[src/rtl/mii_frame_streamer_pkg.sv]
// Shared encodings for the MII frame streamer: FSM states, preamble/SFD nibbles, counter sizing.
package mii_frame_streamer_pkg;

    typedef enum logic [2:0] {
        ST_IDLE,
        ST_PRE,
        ST_DATA_LO,
        ST_DATA_HI,
        ST_IFG
    } state_t;

    localparam logic [3:0] PREAMBLE_NIB = 4'h5;
    localparam logic [3:0] SFD_NIB      = 4'hD;
    localparam int         PRE_NIBBLES  = 16;

    // One counter serves both the preamble phase and the inter-frame gap.
    function automatic int cnt_width(input int ifg_nibbles);
        int span;
        span = (ifg_nibbles + 1 > PRE_NIBBLES) ? ifg_nibbles + 1 : PRE_NIBBLES;
        return $clog2(span);
    endfunction

endpackage

[src/rtl/mii_frame_streamer.sv]
// Reads LEN bytes from the EBR at BASE and emits preamble+SFD, data nibbles (low first) and an IFG on tick.
// Frame takes 16*PREAMBLE_EN + 2*LEN + IFG_NIBBLES ticks; requests are accepted only in IDLE, never queued.
module mii_frame_streamer
    import mii_frame_streamer_pkg::*;
#(
    parameter int ADDR_W      = 4,
    parameter int LEN_W       = 5,
    parameter int IFG_NIBBLES = 24,
    parameter int PREAMBLE_EN = 1
) (
    input  logic              clk,
    input  logic              rst,
    input  logic              i_tick,
    input  logic              i_start_valid,
    output logic              o_start_ready,
    input  logic [ADDR_W-1:0] i_start_base,
    input  logic [LEN_W-1:0]  i_start_len,
    output logic [ADDR_W-1:0] o_ram_addr,
    input  logic [7:0]        i_ram_rdata,
    output logic [3:0]        o_tx_d,
    output logic              o_tx_en,
    output logic              o_busy,
    output logic              o_done
);

    localparam int                CNT_W    = cnt_width(IFG_NIBBLES);
    localparam logic [CNT_W-1:0]  PRE_LAST = CNT_W'(PRE_NIBBLES - 1);
    localparam logic [CNT_W-1:0]  IFG_LAST = CNT_W'(IFG_NIBBLES - 1);

    state_t            r_state,  w_state_nxt;
    logic [ADDR_W-1:0] r_addr,   w_addr_nxt;
    logic [LEN_W-1:0]  r_len,    w_len_nxt;
    logic [3:0]        r_hold,   w_hold_nxt;
    logic [3:0]        r_tx_d,   w_tx_d_nxt;
    logic              r_tx_en,  w_tx_en_nxt;
    logic              r_busy,   w_busy_nxt;
    logic              r_done,   w_done_nxt;
    logic              r_primed, w_primed_nxt;
    logic [CNT_W-1:0]  r_cnt,    w_cnt_nxt;
    logic              w_accept;

    assign w_accept      = i_start_valid && (r_state == ST_IDLE);
    assign o_start_ready = (r_state == ST_IDLE);
    assign o_ram_addr    = r_addr;
    assign o_tx_d        = r_tx_d;
    assign o_tx_en       = r_tx_en;
    assign o_busy        = r_busy;
    assign o_done        = r_done;

    always_ff @(posedge clk) begin
        if (rst) begin
            r_state  <= ST_IDLE;
            r_addr   <= '0;
            r_len    <= '0;
            r_hold   <= '0;
            r_tx_d   <= '0;
            r_tx_en  <= 1'b0;
            r_busy   <= 1'b0;
            r_done   <= 1'b0;
            r_primed <= 1'b1;
            r_cnt    <= '0;
        end else begin
            r_state  <= w_state_nxt;
            r_addr   <= w_addr_nxt;
            r_len    <= w_len_nxt;
            r_hold   <= w_hold_nxt;
            r_tx_d   <= w_tx_d_nxt;
            r_tx_en  <= w_tx_en_nxt;
            r_busy   <= w_busy_nxt;
            r_done   <= w_done_nxt;
            r_primed <= w_primed_nxt;
            r_cnt    <= w_cnt_nxt;
        end
    end

    always_comb begin
        w_state_nxt  = r_state;
        w_addr_nxt   = r_addr;
        w_len_nxt    = r_len;
        w_hold_nxt   = r_hold;
        w_tx_d_nxt   = r_tx_d;
        w_tx_en_nxt  = r_tx_en;
        w_busy_nxt   = r_busy;
        w_done_nxt   = 1'b0;
        w_primed_nxt = 1'b1;
        w_cnt_nxt    = r_cnt;

        case (r_state)
            ST_IDLE: begin
                if (w_accept) begin
                    w_addr_nxt   = i_start_base;
                    w_len_nxt    = i_start_len;
                    w_cnt_nxt    = '0;
                    w_primed_nxt = 1'b0;
                    if (i_start_len == '0) begin
                        w_done_nxt = 1'b1;
                    end else begin
                        w_busy_nxt  = 1'b1;
                        w_state_nxt = (PREAMBLE_EN != 0) ? ST_PRE : ST_DATA_LO;
                    end
                end
            end
            ST_PRE: begin
                if (i_tick) begin
                    w_tx_en_nxt = 1'b1;
                    w_tx_d_nxt  = (r_cnt == PRE_LAST) ? SFD_NIB : PREAMBLE_NIB;
                    w_cnt_nxt   = r_cnt + CNT_W'(1);
                    if (r_cnt == PRE_LAST) begin
                        w_cnt_nxt   = '0;
                        w_state_nxt = ST_DATA_LO;
                    end
                end
            end
            // r_primed holds off the first byte until the EBR output reflects the new base address.
            ST_DATA_LO: begin
                if (i_tick && r_primed) begin
                    w_tx_en_nxt = 1'b1;
                    w_tx_d_nxt  = i_ram_rdata[3:0];
                    w_hold_nxt  = i_ram_rdata[7:4];
                    w_addr_nxt  = r_addr + ADDR_W'(1);
                    w_state_nxt = ST_DATA_HI;
                end
            end
            ST_DATA_HI: begin
                if (i_tick) begin
                    w_tx_d_nxt  = r_hold;
                    w_len_nxt   = r_len - LEN_W'(1);
                    w_state_nxt = (r_len == LEN_W'(1)) ? ST_IFG : ST_DATA_LO;
                    w_cnt_nxt   = '0;
                end
            end
            ST_IFG: begin
                if (i_tick) begin
                    w_tx_en_nxt = 1'b0;
                    w_tx_d_nxt  = '0;
                    w_cnt_nxt   = r_cnt + CNT_W'(1);
                    if (r_cnt == IFG_LAST) begin
                        w_cnt_nxt   = '0;
                        w_done_nxt  = 1'b1;
                        w_busy_nxt  = 1'b0;
                        w_state_nxt = ST_IDLE;
                    end
                end
            end
            default: begin
                w_state_nxt = ST_IDLE;
            end
        endcase
    end

endmodule
[config.mk]
export PLATFORM = sky130hd
export DESIGN_NAME = mii_frame_streamer
export DESIGN_NICKNAME = d
export VERILOG_FILES = /design/src/rtl/mii_frame_streamer_pkg.sv /design/src/rtl/mii_frame_streamer.sv
export SDC_FILE = /design/constraint.sdc
export NUM_CORES = 1
export LEC_CHECK = 0
export CORE_ASPECT_RATIO = 1.5
export CORE_UTILIZATION = 35
export CTS_BUF_LIST = sky130_fd_sc_hd__clkbuf_4 sky130_fd_sc_hd__clkbuf_8 sky130_fd_sc_hd__clkbuf_16
export DETAILED_ROUTE_END_ITERATION = 6
export PLACE_DENSITY = 0.61
export SLEW_MARGIN = 20
export SYNTH_ARGS = -nofsm -noshare
export SYNTH_HDL_FRONTEND = slang
export SYNTH_SLANG_ARGS = --single-unit
[constraint.sdc]
create_clock -name clk -period 2.3 [get_ports clk]
set_input_delay 0.23 -clock clk [delete_from_list [all_inputs] [get_ports clk]]
set_output_delay 0.23 -clock clk [all_outputs]
set_load 0.05 [all_outputs]
Word-level counts from Yosys, hierarchy flattened:

Index checks and enable logic that the tools add are counted.

* bits in registers: 29

* add/sub/neg operators: 3
* eq/ne operators: 15
* multiplexer cells: 44
* bitwise gates (word level): 1
* reductions and logical operators: 19

Operators with widths (count)
* $mux 5: 8
* $mux 4: 7
* $mux 3: 9
* $pmux 5 s4: 1
* $pmux 4 s4: 1
* $pmux 3 s5: 1
* $reduce_and 5->1: 3
* $ne 2x2->1 const B: 7
* $mux 1: 12
* $pmux 5 s2: 1
* $pmux 4 s2: 1
* $reduce_and 8->1: 1
* $reduce_bool 4->1: 2
* $eq 3x2->1 const B: 2
* $reduce_and 3->1: 2
* $reduce_bool 2->1: 3
* $add 5x1->5 const B: 1
* $eq 5x1->1 const B: 1
* $eq 5x4->1 const B: 1
* $eq 5x5->1 const B: 1
* $logic_not 5->1: 1
* $sub 5x1->5 const B: 1
* $add 4x1->4 const B: 1
* $pmux 1 s2: 2
* 11 further kinds: 12

Logic depth before layout (Yosys ltp):

* depth after elaboration: 4
* mapped depth: 9
* mapped depth without buffers: 9

Least setup slack after synthesis:

Ideal clock, no wire load.

* path kind: register to register
* from: register r_cnt[0]
* to: register r_cnt[3]
* setup time: 0.069 ns
* data arrival time: 1.956 ns
* required time: 2.231 ns
* path slack: 0.275 ns
* stages on the path, launching flop included: 10
* path buffers: 0
* cell sequence: dfxtp_1 ha_1 nand3_1 inv_1 ha_1 or3b_4 o2bb2ai_4 o21ai_1 or4_1 o21ai_1

* longest elaborated chain between the ends: 4

RTL lines
* start, declared: RTL line mii_frame_streamer.sv:39 `logic [CNT_W-1:0] r_cnt, w_cnt_nxt;`
* start signal, assigned: RTL line mii_frame_streamer.sv:72 `r_cnt <= w_cnt_nxt;`
* $add 5x1->5 (tied with other cells): RTL line mii_frame_streamer.sv:107, mii_frame_streamer.sv:136
* $mux 5, on equally long branches: RTL line mii_frame_streamer.sv:137, mii_frame_streamer.sv:108
* $mux 5, on equally long branches: RTL line mii_frame_streamer.sv:133, mii_frame_streamer.sv:104
* $pmux 5 s4 (*): RTL line mii_frame_streamer.sv:88 `case (r_state)`

Every way passes the cells marked *; elsewhere a longest branch is shown, timed or not. The select of a mux whose other input is x is not followed.
A chain may end at the register's enable or synchronous reset.

Final worst setup path:

Ends and elaborated chain as after synthesis.

==> key figures <==
Status
  – Status: complete, no violations

Place
  – GPL Wtd Cong: 0.794
  – Port bufs: 32
  – Post-Place Cells: 305
  – Post-DP HPWL: 2990 um

Yosys
  – Yosys reg bits: 29
  – Mapped Area: 1740 um2
  – Synth Flop Type: dfxtp_1
  – Xor/xnor share of the synthesized area: 0.504%
  – Largest family of logic cells by synthesized area: simple AND/OR/NAND/NOR gates
  – Count of flip-flops with a built-in enable after synthesis: 0
  – Register area share after synthesis: 33.4%
  – Synth cell types: 44
  – Avg Inst Size Synth: 8.24 um2
  – Simple-Gate Fraction of Synth Area: 26.7%
  – Post-synthesis adder-cell area fraction: 4.32%
  – Compound-Gate Fraction of Synth Area: 24.0%
  – Post-synthesis mux area share: 5.83%
  – Syn_nets: 238
  – Mapped Cells: 211
  – Yosys Warn Count: 0
  – Asr flop ratio synth: 0%

Route
  – DR WL/cell: 12.6 um
  – DRC: 0
  – Top Metal Used: met4
  – Vias/cell: 5.05
  – Detail Route Antenna Nets: 0
  – Detailed router's first-iteration violation count: 51
  – Total wire length: 3950 um
  – Metal3 WL: 93 um
  – Number of detailed-route iterations in the first pass: 6
  – M1 WL: 1690 um
  – WL met2: 2090 um
  – DR vias: 1581

Finish
  – Most frequent cells in the layout: clkdlybuf4s50_1 (31), dfxtp_1 (29), nor2_1 (20), a21oi_1 (20), nand2_1 (18)
  – Layout cells sized above 1: 12.1%
  – Fill count: 524
  – Area grow syn2layout: 27.7%
  – Leading cell type in the layout, fill and taps excluded: clkdlybuf4s50_1
  – Post-layout nets: 273
  – Final Non-Filler Cells: 313
  – Antenna cells: 0

Clocking
  – Sink Count: 29
  – Clk slew on worst S/H paths: 60 ps
  – # hold bufs at CTS: 0
  – Post-CTS sizing: 0
  – CTS buffer count: 5
  – Clk_lat worst skew: 280 ps
  – Htree depth: 2
  – TritonCTS clock tree: yes
  – Clock Tree Root: clkbuf_8
  – Postcts setup bufs: 0
  – Longest Clk Path Bufs: 2

STA
  – Min Tclk post-route: 2170 ps
  – TNS Setup: 0 ps
  – Fmax: 0.461 GHz
  – Slew @ Worst Pin: 499 ps
  – Final number of setup-violating endpoints: 0
  – Max Slew Vio Count: 0
  – RSZ-0062 raised after global routing: no
  – Hold Fails Final Rpt: 0
  – Fin crit share: 94.3%
  – Clock Skews: 2.57 ps
  – Slew headroom: 66.7%
  – Hold slack: 447 ps

Critical path
  – Critical path's slowest cell: or3b_4
  – Critical Path AT: 2390 ps
  – Worst path max stage delay: 400 ps
  – Critical Path Sink Type: flop
  – Worst setup SP type: flop
  – Crit path kind: reg -> reg
  – CP required: 2520 ps
  – Top Family by Delay on Critical Path: simple AND/OR/NAND/NOR gates
  – Crit path max fanout: 4
  – Worst Path Buf+Inv: 1
  – Cells along the critical path: ha_1 -> nand3_1 -> inv_1 -> ha_1 -> or3b_4 -> o2bb2ai_4 -> o21ai_1 -> or4_1 -> o21ai_1

Floorplanning
  – Core area: 4810 um2
  – Die H: 88.3 um
  – Row cnt: 31
  – Die width: 59.5 um
  – Starting Density: 36.1%
  – # IOs: 33
  – Die area: 5260 um2

Power and ir drop
  – Comb pwr share: 57.2%
  – Internal power: 1.49 mW
  – Sequential power share: 27.7%
  – Pwr dens: 1250 nW/um2
  – Net Sw Power: 1.29 mW
  – Lkg Pwr: 0.801 nW
  – Switching share of power: 46.3%
  – Worst vdd ir: 454 uV
  – Clock power share: 15.1%

Global routing
  – Maximum number of pins on one net before global-route repair: 27
  – Initial antenna violation count: 0
  – Total GRT Usage: 16.5%
  – First-pass GRT wire length: 6560 um
  – Vias in the first global route: 1487
  – GRT overflow: 0

Job
  – # Max-Cap Violations: 0

Min path
  – Hold Path Class: reg -> reg
## worst paths after layout
path                  start         to  slack (ps)  cells past startpoint
setup reg to reg   r_cnt[0]   r_cnt[3]         130                      9
hold reg to reg   o_tx_d[1]  o_tx_d[1]         450                      2
setup / recovery   r_cnt[0]   r_cnt[3]         130                      9
hold / removal    o_tx_d[1]  o_tx_d[1]         450                      2
## final cells by class
cell class / count / area [um2] / area share, %
Inverter: 5 / 18.8 / 0.846
Sequential cell: 29 / 581 / 26.2
Clock inverter: 2 / 10.0 / 0.451
Timing Repair Buffer: 41 / 385 / 17.4
Tap cell: 66 / 82.6 / 3.72
Clock buffer: 6 / 76.3 / 3.44
Multi-Input combinational cell: 164 / 1070 / 48.0
## cell usage after synthesis (3+ instances only)
| library cell | n | area share (%) |
|---|---|---|
| inv_1 | 5 | 1.1 |
| nand3_1 | 12 | 3.5 |
| a21oi_1 | 20 | 5.8 |
| mux2i_1 | 9 | 5.2 |
| a211oi_1 | 3 | 1.3 |
| a22oi_1 | 6 | 2.6 |
| clkbuf_1 | 6 | 1.3 |
| nand2b_1 | 7 | 2.5 |
| nor3_1 | 8 | 2.3 |
| dfxtp_1 | 29 | 33 |
| o21ai_0 | 6 | 1.7 |
| o21ai_1 | 10 | 2.9 |
| buf_2 | 4 | 1.2 |
| ha_1 | 6 | 4.3 |
| nand2_1 | 18 | 3.9 |
| o31ai_1 | 3 | 1.3 |
| nor2b_1 | 3 | 1.1 |
| nor2_1 | 20 | 4.3 |
## registers in the layout, indices dropped and copies added (netlist names), 3 cells and up
register and cells:
o_ram_addr 4, o_tx_d 4, r_cnt 5, r_hold 4
r_len 5, r_state 3
## kinds of logic (layout without fill, tap and decap cells)
logic type / count (synthesis) / in the layout
flip-flops: 29 / 29
multiplexers: 10 / 10
buffers and inverters: 18 / 54
AND/OR/NAND/NOR: 86 / 86
AO/OA/AOI/OAI: 61 / 61
adder cells (fa/ha/maj): 6 / 6
XOR/XNOR: 1 / 1
## power by group through the flow
stage | registers, mW | clock network, mW | logic [mW]
2_1_floorplan | 0.918 | 0 | 1.08
3_3_place_gp | 0.782 | 0 | 1.59
3_5_place_dp | 0.781 | 0 | 1.60
4_1_cts | 0.769 | 0.433 | 1.60
5_1_grt | 0.794 | 0.456 | 1.75
6_report | 0.770 | 0.420 | 1.59
## metrics by stage
| stage | worst slack, ps | power (mW) | instance area, um2 | util [%] |
|---|---|---|---|---|
| detailed placement | 153 | 2.38 | 2130 | 44.4 |
| global placement | 200 | 2.37 | 2130 | 44.4 |
| CTS | 128 | 2.81 | 2220 | 46.1 |
| global route | 25.6 | 3.00 | 2220 | 46.1 |
| finish | 130 | 2.78 | 2220 | 46.1 |
| floorplan | 275 | 1.99 | 1740 | - |
## routing by layer
layer | vias to the layer above | GRT usage (%)
met5 | - | 0
met4 | 0 | 7.61
met3 | 6 | 3.07
met2 | 20 | 30.2
met1 | 720 | 17.8
li1 | 835 | -
## worst reg2reg max path, stage by stage, from the launching register on
cell	delay (ps)
dfxtp_1	330
ha_1	240
nand3_1	120
inv_1	50
ha_1	190
or3b_4	400
o2bb2ai_4	200
o21ai_1	100
or4_1	400
o21ai_1	80
Note: power is estimated with default switching activity, not from simulation.
